**src/rtl/operand_mux_arbiter.sv**
```systemverilog
`default_nettype none
// ============================================================================
// Module      : operand_mux_arbiter
// Description : Arbitrates two operand producers onto a shared 2:1 operand
//               mux path. Each requester gets a valid/ready handshake. The
//               winning operand is registered into a single output slot.
//               The slot also exports the registered mux select and one
//               saturating grant counter per source.
// Revision    : 1.0 - initial release
// ----------------------------------------------------------------------------
// Build option:
//   MUX_ARB_RR_EN  defined   -> round-robin grant when both requesters are valid
//                  undefined -> fixed priority, in0 over in1
// ----------------------------------------------------------------------------
// Ports:
//   clk         in   1            rising-edge clock
//   rst         in   1            asynchronous, active-high reset
//   in0_valid   in   1            requester 0 has an operand
//   in0_data    in   DATA_W       requester 0 operand
//   in0_ready   out  1            requester 0 operand accepted this cycle
//   in1_valid   in   1            requester 1 has an operand
//   in1_data    in   DATA_W       requester 1 operand
//   in1_ready   out  1            requester 1 operand accepted this cycle
//   out_valid   out  1            output slot holds an operand
//   out_data    out  DATA_W       registered operand
//   out_ready   in   1            consumer takes the operand this cycle
//   mux_sel     out  1            source of out_data (0 = in0, 1 = in1)
//   grant_cnt0  out  GRANT_CNT_W  saturating count of in0 transfers
//   grant_cnt1  out  GRANT_CNT_W  saturating count of in1 transfers
// ============================================================================
module operand_mux_arbiter #(
    parameter int DATA_W      = 16,
    parameter int GRANT_CNT_W = 8
) (
    input  logic                   clk,
    input  logic                   rst,
    input  logic                   in0_valid,
    input  logic [DATA_W-1:0]      in0_data,
    output logic                   in0_ready,
    input  logic                   in1_valid,
    input  logic [DATA_W-1:0]      in1_data,
    output logic                   in1_ready,
    output logic                   out_valid,
    output logic [DATA_W-1:0]      out_data,
    input  logic                   out_ready,
    output logic                   mux_sel,
    output logic [GRANT_CNT_W-1:0] grant_cnt0,
    output logic [GRANT_CNT_W-1:0] grant_cnt1
);

    typedef enum logic [0:0] {
        ST_EMPTY = 1'b0,
        ST_FULL  = 1'b1
    } state_t;

    localparam logic [GRANT_CNT_W-1:0] c_CNT_MAX = '1;

    state_t                   r_state;
    state_t                   w_state_nxt;
    logic [DATA_W-1:0]        r_data;
    logic                     r_sel;
    logic [GRANT_CNT_W-1:0]   r_cnt0;
    logic [GRANT_CNT_W-1:0]   r_cnt1;

    logic                     w_can_accept;
    logic                     w_grant;      // 0 = in0, 1 = in1
    logic                     w_accept;

    // The slot can take a new operand when empty, or when the current one
    // leaves this same cycle (drain and refill with no bubble).
    assign w_can_accept = (r_state == ST_EMPTY) || out_ready;

`ifdef MUX_ARB_RR_EN
    logic r_rr_ptr;

    // Contention goes to the pointer; a lone requester always wins.
    assign w_grant = (in0_valid && in1_valid) ? r_rr_ptr : in1_valid;

    always_ff @(posedge clk or posedge rst) begin
        if (rst) begin
            r_rr_ptr <= 1'b0;
        end else if (w_accept) begin
            r_rr_ptr <= ~w_grant;
        end
    end
`else
    // Fixed priority: in1 only when in0 is idle.
    assign w_grant = ~in0_valid;
`endif

    assign in0_ready = w_can_accept && !w_grant && in0_valid;
    assign in1_ready = w_can_accept &&  w_grant && in1_valid;
    assign w_accept  = in0_ready || in1_ready;

    // ------------------------------------------------------------------
    // Slot state machine
    // ------------------------------------------------------------------
    always_ff @(posedge clk or posedge rst) begin
        if (rst) begin
            r_state <= ST_EMPTY;
        end else begin
            r_state <= w_state_nxt;
        end
    end

    always_comb begin
        w_state_nxt = r_state;
        case (r_state)
            ST_EMPTY: begin
                if (w_accept) begin
                    w_state_nxt = ST_FULL;
                end
            end
            ST_FULL: begin
                if (out_ready && !w_accept) begin
                    w_state_nxt = ST_EMPTY;
                end
            end
            default: begin
                w_state_nxt = ST_EMPTY;
            end
        endcase
    end

    // ------------------------------------------------------------------
    // Operand slot and select
    // ------------------------------------------------------------------
    always_ff @(posedge clk or posedge rst) begin
        if (rst) begin
            r_data <= '0;
            r_sel  <= 1'b0;
        end else if (w_accept) begin
            r_data <= w_grant ? in1_data : in0_data;
            r_sel  <= w_grant;
        end
    end

    // ------------------------------------------------------------------
    // Saturating grant counters
    // ------------------------------------------------------------------
    always_ff @(posedge clk or posedge rst) begin
        if (rst) begin
            r_cnt0 <= '0;
            r_cnt1 <= '0;
        end else begin
            if (in0_ready && (r_cnt0 != c_CNT_MAX)) begin
                r_cnt0 <= r_cnt0 + GRANT_CNT_W'(1);
            end
            if (in1_ready && (r_cnt1 != c_CNT_MAX)) begin
                r_cnt1 <= r_cnt1 + GRANT_CNT_W'(1);
            end
        end
    end

    assign out_valid  = (r_state == ST_FULL);
    assign out_data   = r_data;
    assign mux_sel    = r_sel;
    assign grant_cnt0 = r_cnt0;
    assign grant_cnt1 = r_cnt1;

endmodule
`default_nettype wire

```
**config.mk**
```make
export PLATFORM = sky130hd
export DESIGN_NAME = operand_mux_arbiter
export DESIGN_NICKNAME = d
export VERILOG_FILES = /design/src/rtl/operand_mux_arbiter.sv
export SDC_FILE = /design/constraint.sdc
export NUM_CORES = 1
export LEC_CHECK = 0
export CAP_MARGIN = 20
export CORE_UTILIZATION = 41
export CTS_BUF_LIST = sky130_fd_sc_hd__clkbuf_16
export DETAILED_ROUTE_END_ITERATION = 10
export PLACE_DENSITY = 0.85
export SYNTH_ARGS = -nofsm -noshare
export SYNTH_HDL_FRONTEND = slang
export SYNTH_SLANG_ARGS = --single-unit
```
**constraint.sdc**
```tcl
create_clock -name clk -period 2 [get_ports clk]
set_clock_uncertainty 0.2 [all_clocks]
set_input_delay 0.3 -clock clk [delete_from_list [all_inputs] [get_ports clk]]
set_output_delay 0.3 -clock clk [all_outputs]
set_load 0.02 [all_outputs]
```
==> metrics.txt, run 1 <==
Final Max Tran Viols 0; xor/xnor cell area share of the yosys netlist 0.0216; clock transition at the registers of the reported paths 0.05 ns; maximum single-stage delay on the critical path 0.53 ns; Rows 22; first-pass GRT wire length between 6000 and 7000 um; maximum clock insertion buffer count 2; count of max-cap constraint violations 0; maximum number of pins on one net before global-route repair 35; unrepaired setup endpoints after global routing no; crit path max-delay cell type clkdlybuf4s50_1; TritonRoute pass-1 iters 5; number of nets with antenna violations after detailed routing 0; flip-flop and latch count after synthesis 34; Slew @ Worst Pin 0.422 ns; CP arrival about 1.9 ns; number of input and output port buffers inserted 72; final HPWL from detailed placement 2710 um; area share of the largest cell type after synthesis 0.526; Setup Total Neg Slack 0 ns; DRT Wirelength between 3000 and 4000 um; Leak between 0.001 and 0.0015 uW; core region area 3720 um2; top flip-flop cell by instance count after synthesis dfrtp_1; CP startpoint kind input pin; Die Y-Extent about 65 um; netlist area before placement around 1600 um2; Mapped Cells between 150 and 200; Power Density roughly 1100 nW/um2; average wire length per cell after detail routing around 13 um; area growth from synthesis to layout 60.4%; capturing element type of the critical path flip-flop; maximum resistive drop on vdd between 0.0006 and 0.0007 V; average size of a mapped cell ~10 um2; GPL Wtd Cong approximately 0.80; TritonCTS clock tree done; Top delay family on crit path buffers and inverters; number of placed cells counting well taps 283; total global-route track usage 0.205; max frequency between 0.5 and 0.6 GHz; # DRC 0; classification of the worst setup path input pin to flip-flop; Syn. warnings 0; Fin. Hold Viols 0; Worst-Skew Late Latency 0.27 ns; DR iter-0 viols roughly 140; arithmetic-cell share of the synthesized area counting full adders, half adders and majority gates 0.0155; fin nets approximately 280; Post-synth ARST share 1.00; slew margin rel. 0.719; Final Setup Violations 0; fill count slightly above 300; main combinational cell family by area after synthesis simple AND/OR/NAND/NOR gates; number of library cell types mapped by synthesis 29; H-tree depth reported by CTS 2; number of diodes 0; die footprint roughly 4200 um2; post-route clock period utilization 0.962; required time of the worst setup path between 1.5 and 2 ns; drt via density about 5; total nets after synthesis 196; most area-consuming cells after synthesis dfrtp_1, mux2i_1, a21oi_1; maximum fanout encountered on the critical timing path 18; worst hold path class input pin to asynchronous set/reset pin; Tmin final around 1.9 ns; CP cell instances clkdlybuf4s50_1 -> buf_4 -> nand3_1 -> nor3_1 -> mux2_2; number of antenna violations at the first check in global routing 0; area fraction in compound gates after synthesis 0.108; number of sinks driven by the clock tree 34; fraction of synthesized area in multiplexers 0.148; result of the run finished clean; # IOs 73; Yosys top cell by area dfrtp_1; share of post-route cells with drive strength above 1 0.112; initial cell density of the core 0.436; CTS Buf Count 5; Post-synth EDFFs 0; cell at the root of the clock tree clkbuf_16; DR vias 1444; number of global-route vias before repair 1420; Worst Path Buf+Inv 2; simple-gate share of the synthesized area 0.150; GRT overflow 0; sequential area share after synthesis 0.526; Die Span X 64.8 um; final cell count without fillers 290
[through the flow]
step	power [uW]	util	hold slack [ns]	instance area [um2]	setup WS, ns
final	2820	0.699	0.220	2600	0.0752
after global routing	2990	0.699	0.268	2600	0.000912
after CTS	2850	0.700	0.247	2600	0.0757
after detailed placement	2140	0.665	0.285	2470	-0.180
after global placement	2100	0.665	0.262	2470	-0.180
after floorplan	1590	-	0.212	1620	0.165
[cells in the final DEF, fill, tap and decap left out, types with 2 or more instances in the layout]
master / netlist / layout
mux2_2: 4 / 4
inv_1: 6 / 8
xor2_1: 2 / 2
o21ai_0: 3 / 3
nor2_1: 22 / 21
nand3_1: 5 / 5
a21oi_1: 21 / 21
nor3_1: 4 / 4
mux2i_1: 18 / 18
clkbuf_16: 0 / 5
clkdlybuf4s50_1: 0 / 70
ha_1: 2 / 2
nand4_1: 2 / 2
a31oi_1: 2 / 2
xnor2_1: 2 / 2
nand2_1: 9 / 9
and3_1: 2 / 2
nand2b_1: 3 / 3
nor2_2: 1 / 2
buf_4: 1 / 10
a41oi_1: 2 / 2
dfrtp_1: 34 / 34
[layer usage]
layer,vias up,part of all wire,global-route usage
met4,0,0.016,0.0944
met5,-,0,0
met1,657,0.41,0.243
met3,4,0.094,0.0915
li1,718,-,-
met2,65,0.48,0.316
[worst register-to-register path, cell delays in order (launching register included)]
cell	delay (ns)
dfrtp_1	0.41
ha_1	0.22
nand3_1	0.18
o21ai_0	0.34
mux2_2	0.37
[area by class of cell]
cell class,count,area [um2],share of cell area
Tap cell,48,60.1,0.0231
Sequential cell,34,851,0.328
Clock inverter,2,7.51,0.00289
Multi-Input combinational cell,112,721,0.278
Clock buffer,5,125,0.0482
Inverter,6,22.5,0.00867
Timing Repair Buffer,83,810,0.312
[cells by family after synthesis]
logic type      count (synthesis)
simple gates                   52
buf+inv                        11
xor+xnor                        4
compound gates                 31
fa+ha+maj                       2
flops                          34
mux                            23
[repair_timing]
| item | 4_1_cts | 5_1_grt |
|---|---|---|
| endpoints found under the hold margin | 0 | 0 |
| endpoints found under the setup margin | 2 | 1 |
| hold buffers | 0 | 0 |
| resized for setup | 2 | 2 |
| setup buffers | 0 | 0 |
[flip-flops by register name, indices dropped and copies added, names as in the netlist]
| name | flops |
|---|---|
| grant_cnt1 | 8 |
| mux_sel | 1 |
| grant_cnt0 | 8 |
| out_valid | 1 |
| out_data | 16 |
[worst paths after layout]
kind | from | to | slack (ns) | depth (start not counted)
worst max-delay path | in0_valid | grant_cnt0[7] | 0.08 | 5
worst min-delay path | rst | grant_cnt1[3] | 0.22 | 3
worst max register to register | grant_cnt0[0] | grant_cnt0[1] | 0.15 | 4
worst min register to register | mux_sel | mux_sel | 0.29 | 1
max in group asynchronous | rst | grant_cnt0[2] | 1.07 | 3
min in group clk | mux_sel | mux_sel | 0.29 | 1
[synthesized netlist by cell type (3+ instances only)]
cell,count
nand2_1,9
a21oi_1,21
nor2_1,22
nor3_1,4
dfrtp_1,34
inv_1,6
mux2i_1,18
buf_2,4
o21ai_0,3
nand3_1,5
nand2b_1,3
mux2_2,4
[report_power, final]
| group | total, uW | switching, uW | internal, uW |
|---|---|---|---|
| Sequential | 1050 | 191 | 864 |
| Combinational | 1070 | 511 | 554 |
| Clock | 696 | 252 | 444 |
(Power assumes the default switching activity.)
==> run 2: changes to the inputs <==
==> constraint.sdc (replaced) <==
create_clock -name clk -period 2 [get_ports clk]
set_clock_uncertainty 0.2 [all_clocks]
set_input_delay 0.2 -clock clk [delete_from_list [all_inputs] [get_ports clk]]
set_output_delay 0.2 -clock clk [all_outputs]
set_load 0.02 [all_outputs]
==> run 2 against run 1 <==
  * Core utilization stayed put
  * Wire length is 0.68% lower
  * Sequential cell count stayed put
  * Total power hardly changed
==> metrics.txt, run 2 (synthesis results as in run 1) <==
clock group share of total power 0.250; number of sinks driven by the clock tree 34; classification of the worst setup path flip-flop to flip-flop; fin nets 280; maximum number of pins on one net before global-route repair 35; reg2reg end grant_cnt0[1]; maximum clock insertion buffer count 2; Worst-Skew Late Latency approximately 0.28 ns; Slew @ Worst Pin around 0.42 ns; power share of the sequential group 0.373; DRT Wirelength roughly 3700 um; sum of routed wire segments on met1 1510 um; unrepaired setup endpoints after global routing no; post-route clock period utilization 0.925; CP cell instances ha_1 -> nand3_1 -> o21ai_0 -> mux2_2; H-tree depth reported by CTS 2; post-route worst hold slack 0.112 ns; final HPWL from detailed placement ~2800 um; net switching share of the total power 0.340; Power Density between 1000 and 1500 nW/um2; number of global-route vias before repair ~1.5k; R2R depth 4; worst setup path endpoint grant_cnt0[1]; Leak about 0.0012 uW; reg2reg start grant_cnt0[0]; cell internal pwr roughly 1900 uW; DR vias 1458; TritonRoute pass-1 iters 4; launching instance or port of the critical path grant_cnt0[0]; share of post-route cells with drive strength above 1 0.104; Detail Route met3 WL approximately 360 um; GPL Wtd Cong about 0.81; slew margin rel. 0.720; max FFs per register 16; cell at the root of the clock tree clkbuf_16; Die Y-Extent roughly 65 um; number of placed cells counting well taps 282; CP startpoint kind flip-flop; maximum resistive drop on vdd 0.000575 V; # IOs 73; # DRC 0; Die Span X between 60 and 70 um; CTS Buf Count 5; maximum fanout encountered on the critical timing path 5; core region area between 3000 and 4000 um2; clock transition at the registers of the reported paths around 0.05 ns; drt via density roughly 5; first-pass GRT wire length around 6500 um; uppermost layer routed met4; crit path max-delay cell type dfrtp_1; final cell count without fillers 289; number of antenna violations at the first check in global routing 0; result of the run finished clean; TritonCTS clock tree done; total power after layout 2820 uW; number of nets with antenna violations after detailed routing 0; net load switching power 957 uW; initial cell density of the core 0.436; die footprint ~4200 um2; worst hold path class input pin to asynchronous set/reset pin; relative contribution of combinational cells to total power 0.377; reg2reg setup slack roughly 0.15 ns; max frequency about 0.54 GHz; Final Setup Violations 0; number of input and output port buffers inserted 72; Setup Total Neg Slack 0 ns; total global-route track usage 0.209; Tmin final approximately 1.9 ns; most frequent cells in the layout clkdlybuf4s50_1, dfrtp_1, nor2_1, a21oi_1, mux2i_1; Detail Route met2 WL 1710 um; area growth from synthesis to layout 60.4%; Final Util 0.699; number of diodes 0; GRT overflow 0; required time of the worst setup path around 2.0 ns; CP arrival 1.81 ns; capturing element type of the critical path flip-flop; Post CTS Setup Buffer Count 0; Rows 22; average wire length per cell after detail routing 12.7 um; maximum single-stage delay on the critical path about 0.40 ns; DR iter-0 viols between 80 and 90; count of max-cap constraint violations 0; Fin. Hold Viols 0; Final Max Tran Viols 0; most common cell after layout, fill and taps aside clkdlybuf4s50_1
[run 2: cell count changes in the layout (fill, tap and decap cells not counted)]
cell and change:
buf_4 -1, dlymetal6s2s_1 +1, clkbuf_2 -1
[run 2: worst min-delay path by stage]
stage	start	end	slack [ns]	cells after the start
final	rst	grant_cnt1[4]	0.11	3
after global routing	rst	out_data[6]	0.18	3
after CTS	rst	grant_cnt1[3]	0.13	3
after detailed placement	mux_sel	mux_sel	0.28	1
after global placement	mux_sel	mux_sel	0.27	1
after floorplan	in1_valid	out_valid	0.11	2
[run 2: power groups by stage]
stage	logic (uW)	clock network (uW)	registers [uW]
2_1_floorplan	343	0	1240
3_3_place_gp	1050	0	1060
3_5_place_dp	1070	0	1060
4_1_cts	1080	729	1050
5_1_grt	1150	750	1080
6_report	1060	705	1050
[run 2: critical path, delay by kind of cell, from the launching register on]
kind	cells	cell delay, ns
AO/OA/AOI/OAI	1	0.38
adder cells (fa/ha/maj)	1	0.21
flip-flops	1	0.40
multiplexers	1	0.38
AND/OR/NAND/NOR	1	0.17
[run 2: per-layer routing]
metal  GRT usage  up-vias
li1            -      718
met1       0.239      671
met2       0.328       61
met3       0.100        8
met4      0.0972        0
met5           0        -
[run 2: what timing repair did]
action / in CTS / in global routing
endpoints found under the setup margin: 1 / 1
endpoints found under the hold margin: 0 / 0
hold buffers: 0 / 0
gates resized for setup: 1 / 1
[run 2: final cells by class]
cell class	instances	area (um2)
Clock buffer	5	125
Clock inverter	2	7.51
Fill cell	298	1120
Inverter	6	22.5
Multi-Input combinational cell	112	721
Sequential cell	34	851
Tap cell	48	60.1
Timing Repair Buffer	82	810
[run 2: metrics by stage]
stage               instance area, um2  setup slack [ns]
detailed placement                2460            0.0248
global placement                  2460            0.0464
finish                            2600             0.149
floorplan                         1620             0.165
CTS                               2590            0.0153
global route                      2600           0.00176
